### src/rtl/crc32_mb.sv
// Multi-byte reflected CRC-32 (0xEDB88320), DATA_WD/8 bytes per beat.
// Ports: clk, rstn, start_i, val_i, dat_i, lst_i, nbyte_i -> rdy_o, val_o, dat_o, done_o.
module crc32_mb #(
  parameter int          DATA_WD  = 32,
  parameter logic [31:0] CRC_INIT = 32'hFFFF_FFFF,
  parameter logic [31:0] XOR_OUT  = 32'hFFFF_FFFF,
  localparam int         LANE     = DATA_WD / 8,
  localparam int         NB_W     = (LANE > 1) ? $clog2(LANE) : 1
) (
  input  logic               clk,
  input  logic               rstn,
  input  logic               start_i,
  input  logic               val_i,
  input  logic [DATA_WD-1:0] dat_i,
  input  logic               lst_i,
  input  logic [NB_W-1:0]    nbyte_i,
  output logic               rdy_o,
  output logic               val_o,
  output logic [31:0]        dat_o,
  output logic               done_o
);

  typedef enum logic {IDLE = 1'b0, ACTV = 1'b1} state_t;

  state_t      r_state;
  logic [31:0] r_crc;
  logic [NB_W:0] w_len;
  logic [31:0] w_next;
  logic        w_unused;

  function automatic logic [31:0] f_crc8(
    input logic [31:0] c_in,
    input logic [7:0]  b
  );
    logic [31:0] c;
    c = c_in ^ {24'd0, b};
    for (int i = 0; i < 8; i++) begin
      c = c[0] ? ((c >> 1) ^ 32'hEDB8_8320) : (c >> 1);
    end
    return c;
  endfunction

  // Byte count for this beat; 0 on a last beat means a full lane.
  always_comb begin
    w_len = (NB_W+1)'(LANE);
    if (LANE > 1 && lst_i && nbyte_i != '0) begin
      w_len = {1'b0, nbyte_i};
    end
  end

  // Chain all lanes MSB-first, tapping the running CRC after w_len bytes.
  always_comb begin
    logic [31:0] c;
    c      = r_crc;
    w_next = r_crc;
    for (int k = 0; k < LANE; k++) begin
      c = f_crc8(c, dat_i[DATA_WD-1-8*k -: 8]);
      if (w_len == (NB_W+1)'(k + 1)) begin
        w_next = c;
      end
    end
  end

  assign w_unused = ^nbyte_i;
  assign rdy_o    = (r_state == ACTV);

  always_ff @(posedge clk or negedge rstn) begin
    if (!rstn) begin
      r_state <= IDLE;
      r_crc   <= '0;
      dat_o   <= '0;
      val_o   <= 1'b0;
      done_o  <= 1'b0;
    end else begin
      val_o  <= 1'b0;
      done_o <= 1'b0;
      if (start_i) begin
        // Restart wins over any beat presented in the same cycle.
        r_state <= ACTV;
        r_crc   <= CRC_INIT;
      end else if (r_state == ACTV && val_i) begin
        r_crc <= w_next;
        dat_o <= w_next ^ XOR_OUT;
        val_o <= 1'b1;
        if (lst_i) begin
          done_o  <= 1'b1;
          r_state <= IDLE;
        end
      end
    end
  end

endmodule

### config.mk
export PLATFORM = sky130hd
export DESIGN_NAME = crc32_mb
export DESIGN_NICKNAME = d
export VERILOG_FILES = /design/src/rtl/crc32_mb.sv
export SDC_FILE = /design/constraint.sdc
export NUM_CORES = 1
export LEC_CHECK = 0
export ABC_CLOCK_PERIOD_IN_PS = 3900
export CAP_MARGIN = 40
export CORE_UTILIZATION = 54
export DETAILED_ROUTE_END_ITERATION = 8
export PLACE_DENSITY = 0.89
export SLEW_MARGIN = 20
export SYNTH_ARGS = -nofsm -noshare
export SYNTH_HDL_FRONTEND = slang
export SYNTH_SLANG_ARGS = --single-unit
### constraint.sdc
create_clock -name clk -period 3.9 [get_ports clk]
set_input_delay 1.17 -clock clk [delete_from_list [all_inputs] [get_ports clk]]
set_output_delay 1.17 -clock clk [all_outputs]
set_load 0.03 [all_outputs]
==> results of run 1 <==
[cell families after synthesis]
logic type	Yosys count	synth area share (%)
flip-flops	67	20.9
XOR/XNOR	321	56.9
buffers and inverters	40	2.13
AND/OR/NAND/NOR	150	7.47
AO/OA/AOI/OAI	139	12.1
multiplexers	4	0.545
[per-stage QoR]
stage	instances	hold WS, ns	setup TNS, ns	area (um2)	setup WS [ns]
detailed placement	1187	0.465	-76.24	11000	-1.43
CTS	1298	0.469	-26.72	13300	-0.594
global placement	1186	0.455	-70.34	11000	-1.33
floorplan	721	0.466	-22.68	8400	-0.628
[layer usage]
| metal | global-route usage, % | overflow |
|---|---|---|
| met1 | 74.4 | 0 |
| met4 | 68.9 | 4 |
| met2 | 86.4 | 5 |
| met3 | 58.8 | 0 |
| met5 | 34.0 | 0 |
[timing repair]
action                     CTS
setup endpoints to repair   64
gates cloned                 0
resized for setup          258
buffers inserted           104
pin swaps                  140
==> impl_metrics.tcl, run 1 <==
set metrics [dict create \
    async_flop_share_pct 100 \
    synth_nets 760 \
    yosys_warnings 0 \
    yosys-top-cells-count "xnor2_1, xnor3_1, nand2_1, dfrtp_1, nor2_1" \
    track_usage_pct 72.5 \
    outcome "did not finish" \
    gp_congestion 1.20 \
    fp-row-count 44 \
    yosys.area.top_type "xnor3_1" \
    grt_max_degree 68 \
    cts_buffers 9 \
    clock_path_buffers 2 \
    grt_pass1_vias 10826 \
    synth_edf_count 0 \
    htreeDepth 3 \
    grt_pass1_wl_mm 76.8 \
    yosysSeqAreaShare_pct 20.9 \
    synth.most_common_cell "xnor2_1" \
    clockRootBuffer "clkbuf_16" \
    yosysUniqueCellTypes 53 \
    die_h_um 124 \
    num_io_pins 74 \
    synth_area_um2 8040 \
    cts.sinks 67 \
    overflow 9 \
    stop_stage "5_1_grt" \
    die_w_um 124 \
    yosysTopAreaCellShare_pct 23.5 \
    synthCells 721 \
    cts_hold_buf 0 \
    portBuffers 73 \
    avgSynthCellArea_um2 11.1 \
    tool.error "[ERROR GRT-0116] Global routing finished with congestion. Check the congestion regions in the DRC Viewer." \
    synth-seq-cells 67 \
    dominantRegCellSynth "dfrtp_1" \
    synth_area_leaders "xnor3_1, dfrtp_1, xnor2_1, xor2_1, xor3_1" \
    dp_hpwl_mm 25.2 \
    start_util_pct 55.3 \
]
==> inputs of run 2 (changes only) <==
Settings changed: ABC_CLOCK_PERIOD_IN_PS 3900 to 5100, CORE_UTILIZATION 54 to 40, PLACE_DENSITY 0.89 to default, PLACE_DENSITY_LB_ADDON from default to 0.15.
Clock period 3.9 ns to 5.1 ns, I/O delays scaled along.
==> impl_metrics.tcl, run 2 <==
set metrics [dict create \
    outcome "finished, final reports clean" \
    post_drt_wl_per_cell_um 24.9 \
    dominantRegCellSynth "dfrtp_1" \
    startpoint_type "input pin" \
    antenna_left 0 \
    antenna_cells 0 \
    drc 0 \
    yosysTopAreaCellShare_pct 23.5 \
    overflow 0 \
    rsz0062_at_grt "yes" \
    dp.cells 1253 \
    mostFrequentLayoutCells "buf_4, xnor2_1, nand2_1, dfrtp_1, xnor3_1" \
    vias 6896 \
    dr.pass1.iters 5 \
    worstMarginPinSlew_ns 0.661 \
    synth_area_um2 8040 \
    layout_commonest_cell "buf_4" \
    die_h_um 144 \
    synth_compound_area_share_pct 12.1 \
    fillerInstances 1671 \
    setup.worst_path.end_class "flop" \
    area_growth_pct 47.9 \
    maxCapViolCount 0 \
    grt_pass1_vias 7053 \
    synthAdderAreaFrac_pct 0 \
    fin_cells 1315 \
    die_w_um 144 \
    clock_path_buffers 2 \
    skew_ns 0.00852 \
    coreArea_um2 19600 \
    clkLatencyLatePin_ns 0.35 \
    hold-path-cell-count 2 \
    maxSlewHeadroom_pct 55.7 \
    drt-initial-drc-count 545 \
    dp_hpwl_mm 26.4 \
    crit_fanout 3 \
    crit_type "input pin to flop" \
    async_flop_share_pct 100 \
    setup_ws_ns 0.0779 \
    cts_tree "built" \
    setup_tns_ns 0 \
    hp-class "flop to flop" \
    arrival_ns 5.26 \
    yosys-top-cells-count "xnor2_1, xnor3_1, nand2_1, dfrtp_1, nor2_1" \
    fin_crit_sh_pct 98.5 \
    yosys_warnings 0 \
    portBuffers 73 \
    grt_max_degree 68 \
    grt_pass1_wl_mm 46.6 \
    gp_congestion 0.966 \
    required_ns 5.33 \
    max_freq_mhz 199 \
    cts.clk_slew.worst_paths_ns 0.06 \
    reg2reg_depth 14 \
    synth_nets 760 \
    synth_xor_area_share_pct 56.9 \
    start_util_pct 41.0 \
    synthCells 721 \
    synth_top_family_by_area "XOR/XNOR gates" \
    vias_per_cell 5.24 \
    yosysSeqAreaShare_pct 20.9 \
    cts_buffers 9 \
    fin_crit_ns 5.02 \
    drive_gt1_share_pct 37.7 \
    synth_edf_count 0 \
    synth.most_common_cell "xnor2_1" \
    die_area_um2 20700 \
    yosys.area.top_type "xnor3_1" \
    antenna_found_initial 0 \
    drv_slew 0 \
    yosysUniqueCellTypes 53 \
    setup_viol 0 \
    num_io_pins 74 \
    synth_area_leaders "xnor3_1, dfrtp_1, xnor2_1, xor2_1, xor3_1" \
    nets 1084 \
    synthMuxAreaShare_pct 0.545 \
    track_usage_pct 32.8 \
    fp-row-count 51 \
    clockRootBuffer "clkbuf_16" \
    hold_viol_final 0 \
    routed_wl_mm 32.7 \
    cts.sinks 67 \
    avgSynthCellArea_um2 11.1 \
    fin_util_pct 60.7 \
    htreeDepth 3 \
    synth_simple_gate_area_share_pct 7.47 \
    dp_slack_ns -0.878 \
    synth-seq-cells 67 \
    largestRegisters "dat_o x32, r_crc x32" \
]
-- run 2: worst max-delay path: stages --
cell and delay, ns:
clkdlybuf4s50_1 0.47, xnor2_1 0.12, buf_4 0.15, xnor3_2 0.46, xor2_2 0.28, xnor3_1 0.40
xnor3_2 0.47, buf_4 0.18, xnor2_2 0.14, xor2_1 0.18, xnor2_1 0.26, o21ai_1 0.15
buf_4 0.19, mux2_2 0.26
-- run 2: final timing paths --
path,start,to,slack (ns)
worst max-delay path,dat_i[22],dat_o[3]$_DFFE_PN0P_,0.08
min in group asynchronous,rstn,r_crc[22]$_DFFE_PN0P_,1.08
worst min-delay path,dat_o[7]$_DFFE_PN0P_,dat_o[7]$_DFFE_PN0P_,0.48
worst max register to register,r_crc[4]$_DFFE_PN0P_,dat_o[3]$_DFFE_PN0P_,0.88
max in group asynchronous,rstn,dat_o[2]$_DFFE_PN0P_,3.47
worst min register to register,dat_o[7]$_DFFE_PN0P_,dat_o[7]$_DFFE_PN0P_,0.48
-- run 2: layout make-up --
class / count / area, um2 / share of cell area, %
Clock buffer: 9 / 225 / 1.90
Clock inverter: 7 / 80.1 / 0.674
Inverter: 4 / 15.0 / 0.126
Multi-Input combinational cell: 614 / 6610 / 55.6
Sequential cell: 67 / 1680 / 14.1
Tap cell: 265 / 332 / 2.79
Timing Repair Buffer: 349 / 2950 / 24.8
-- run 2: logic make-up after synthesis --
logic type | count (synthesis)
and+or+nand+nor | 150
AOI/OAI and AO/OA | 139
xor gates and xnor gates | 321
buffers and inverters | 40
muxes | 4
DFF | 67
-- run 2: through the flow --
step                      instance area, um2  hold slack (ns)
after global routing                   11900            0.507
final                                  11900            0.476
after CTS                              11500            0.478
after global placement                 10800            0.456
after floorplan                         8080            0.466
after detailed placement               10800            0.461
-- run 2: per-layer routing --
layer	routed length, um	up-vias	global-route usage (%)
li1	-	3144	-
met1	14000	3423	44.3
met2	15200	287	53.0
met3	2500	42	6.36
met4	966	0	10.5
met5	0	-	0
-- run 2: repair_timing --
action | 4_1_cts | 5_1_grt
pin swaps | 34 | 33
setup buffers | 26 | 19
gates resized for setup | 54 | 36
setup endpoints to repair | 56 | 56
hold endpoints to repair | 0 | 0
hold buffers | 0 | 0
Power of run 2 is left out: the tool's default activity adds up to more than one toggle a clock period on the data nets, which glitch-free logic cannot reach.
==> inputs of run 3 (changes only) <==
Settings changed: SETUP_SLACK_MARGIN from default to 0.15.
==> impl_metrics.tcl, run 3 (same netlist as run 2, synthesis figures left out) <==
set metrics [dict create \
    rsz0062_at_grt "yes" \
    antenna_cells 0 \
    arrival_ns 5.27 \
    maxCapViolCount 0 \
    fillerInstances 1550 \
    mostFrequentLayoutCells "buf_4, xnor2_1, nand2_1, dfrtp_1" \
    grt_pass1_vias 7262 \
    htreeDepth 3 \
    die_h_um 144 \
    vias 7214 \
    grt_pass1_wl_mm 48.5 \
    gp_congestion 0.964 \
    required_ns 5.38 \
    cts.clk_slew.worst_paths_ns 0.06 \
    portBuffers 73 \
    start_util_pct 41.0 \
    routed_wl_mm 34.4 \
    hold_viol_final 0 \
    hp-class "flop to flop" \
    cts_buffers 9 \
    fp-row-count 51 \
    worstMarginPinSlew_ns 0.687 \
    coreArea_um2 19600 \
    clockRootBuffer "clkbuf_16" \
    dp.cells 1274 \
    clkLatencyLatePin_ns 0.34 \
    hold_ws_ns 0.473 \
    fin_crit_ns 4.99 \
    track_usage_pct 34.3 \
    startpoint_type "input pin" \
    antenna_found_initial 0 \
    fin_cells 1364 \
    vias_per_cell 5.29 \
    drt-initial-drc-count 596 \
    num_io_pins 74 \
    setup.worst_path.end_class "flop" \
    max_freq_mhz 200 \
    crit_type "input pin to flop" \
    fin_util_pct 64.0 \
    dp_slack_ns -0.863 \
    drive_gt1_share_pct 42.9 \
    clock_path_buffers 2 \
    setup_viol 0 \
    drc 0 \
    die_w_um 144 \
    crit_fanout 3 \
    skew_ns 0.00771 \
    grt_max_degree 68 \
    drv_slew 0 \
    layout_commonest_cell "buf_4" \
    cts_hold_buf 0 \
    antenna_left 0 \
    post_drt_wl_per_cell_um 25.2 \
    setup_ws_ns 0.112 \
    cts_tree "built" \
    largestRegisters "dat_o x32, r_crc x32" \
    nets 1133 \
    cts.sinks 67 \
    dp_hpwl_mm 27.5 \
    area_growth_pct 55.9 \
    dr.pass1.iters 5 \
    fin_crit_sh_pct 97.8 \
    overflow 0 \
    outcome "finished, final reports clean" \
    die_area_um2 20700 \
    maxSlewHeadroom_pct 54.2 \
]
-- run 3: cell type report --
| class | instances | area (um2) | share of cell area (%) |
|---|---|---|---|
| inverter | 4 | 15.0 | 0.120 |
| multi-input combinational | 614 | 6820 | 54.4 |
| sequential | 67 | 1680 | 13.4 |
| timing repair buffer | 398 | 3380 | 27.0 |
| clock inverter | 7 | 80.1 | 0.639 |
| clock buffer | 9 | 225 | 1.80 |
| tap | 265 | 332 | 2.65 |
-- run 3: metrics by stage --
stage / setup TNS (ns) / cell area (um2)
after global routing: 0 / 12500
final: 0 / 12500
after floorplan: 0 / 8180
after global placement: -36.67 / 11100
after detailed placement: -37.82 / 11100
after CTS: 0 / 12100
-- run 3: what timing repair did --
action	CTS	global route
buffers inserted	50	23
pin swaps	45	52
resized for setup	92	55
hold endpoints to repair	0	0
setup endpoints to repair	63	54
-- run 3: path summary, 6_finish.rpt --
path	start	cells after the start	slack [ns]	end
setup / recovery	dat_i[26]	16	0.11	r_crc[22]$_DFFE_PN0P_
hold / removal	dat_o[9]$_DFFE_PN0P_	2	0.47	dat_o[9]$_DFFE_PN0P_
setup reg to reg	r_crc[4]$_DFFE_PN0P_	14	0.77	r_crc[22]$_DFFE_PN0P_
hold reg to reg	dat_o[9]$_DFFE_PN0P_	2	0.47	dat_o[9]$_DFFE_PN0P_
max in group asynchronous	rstn	2	3.49	dat_o[3]$_DFFE_PN0P_
min in group asynchronous	rstn	1	1.07	dat_o[23]$_DFFE_PN0P_
-- run 3: worst max-delay path, cell delays in order --
cell and delay (ns):
buf_2 0.14, xnor2_4 0.20, buf_4 0.16, buf_4 0.13
xnor3_2 0.36, xnor3_2 0.42, buf_4 0.17, xor2_2 0.20
xnor3_2 0.46, buf_6 0.18, xnor2_4 0.17, buf_6 0.13
xnor3_2 0.45, xnor2_2 0.17, a21oi_2 0.24, o21a_1 0.16
-- run 3: layer usage --
metal  vias to the layer above  global-route usage (%)  wire length (um)
li1                       3235                       -                 -
met1                      3591                    45.4             14600
met2                       318                    54.4             15600
met3                        70                    6.93              2580
met4                         0                    14.8              1610
met5                         -                       0                 0
Power of run 3 is left out for the same reason.
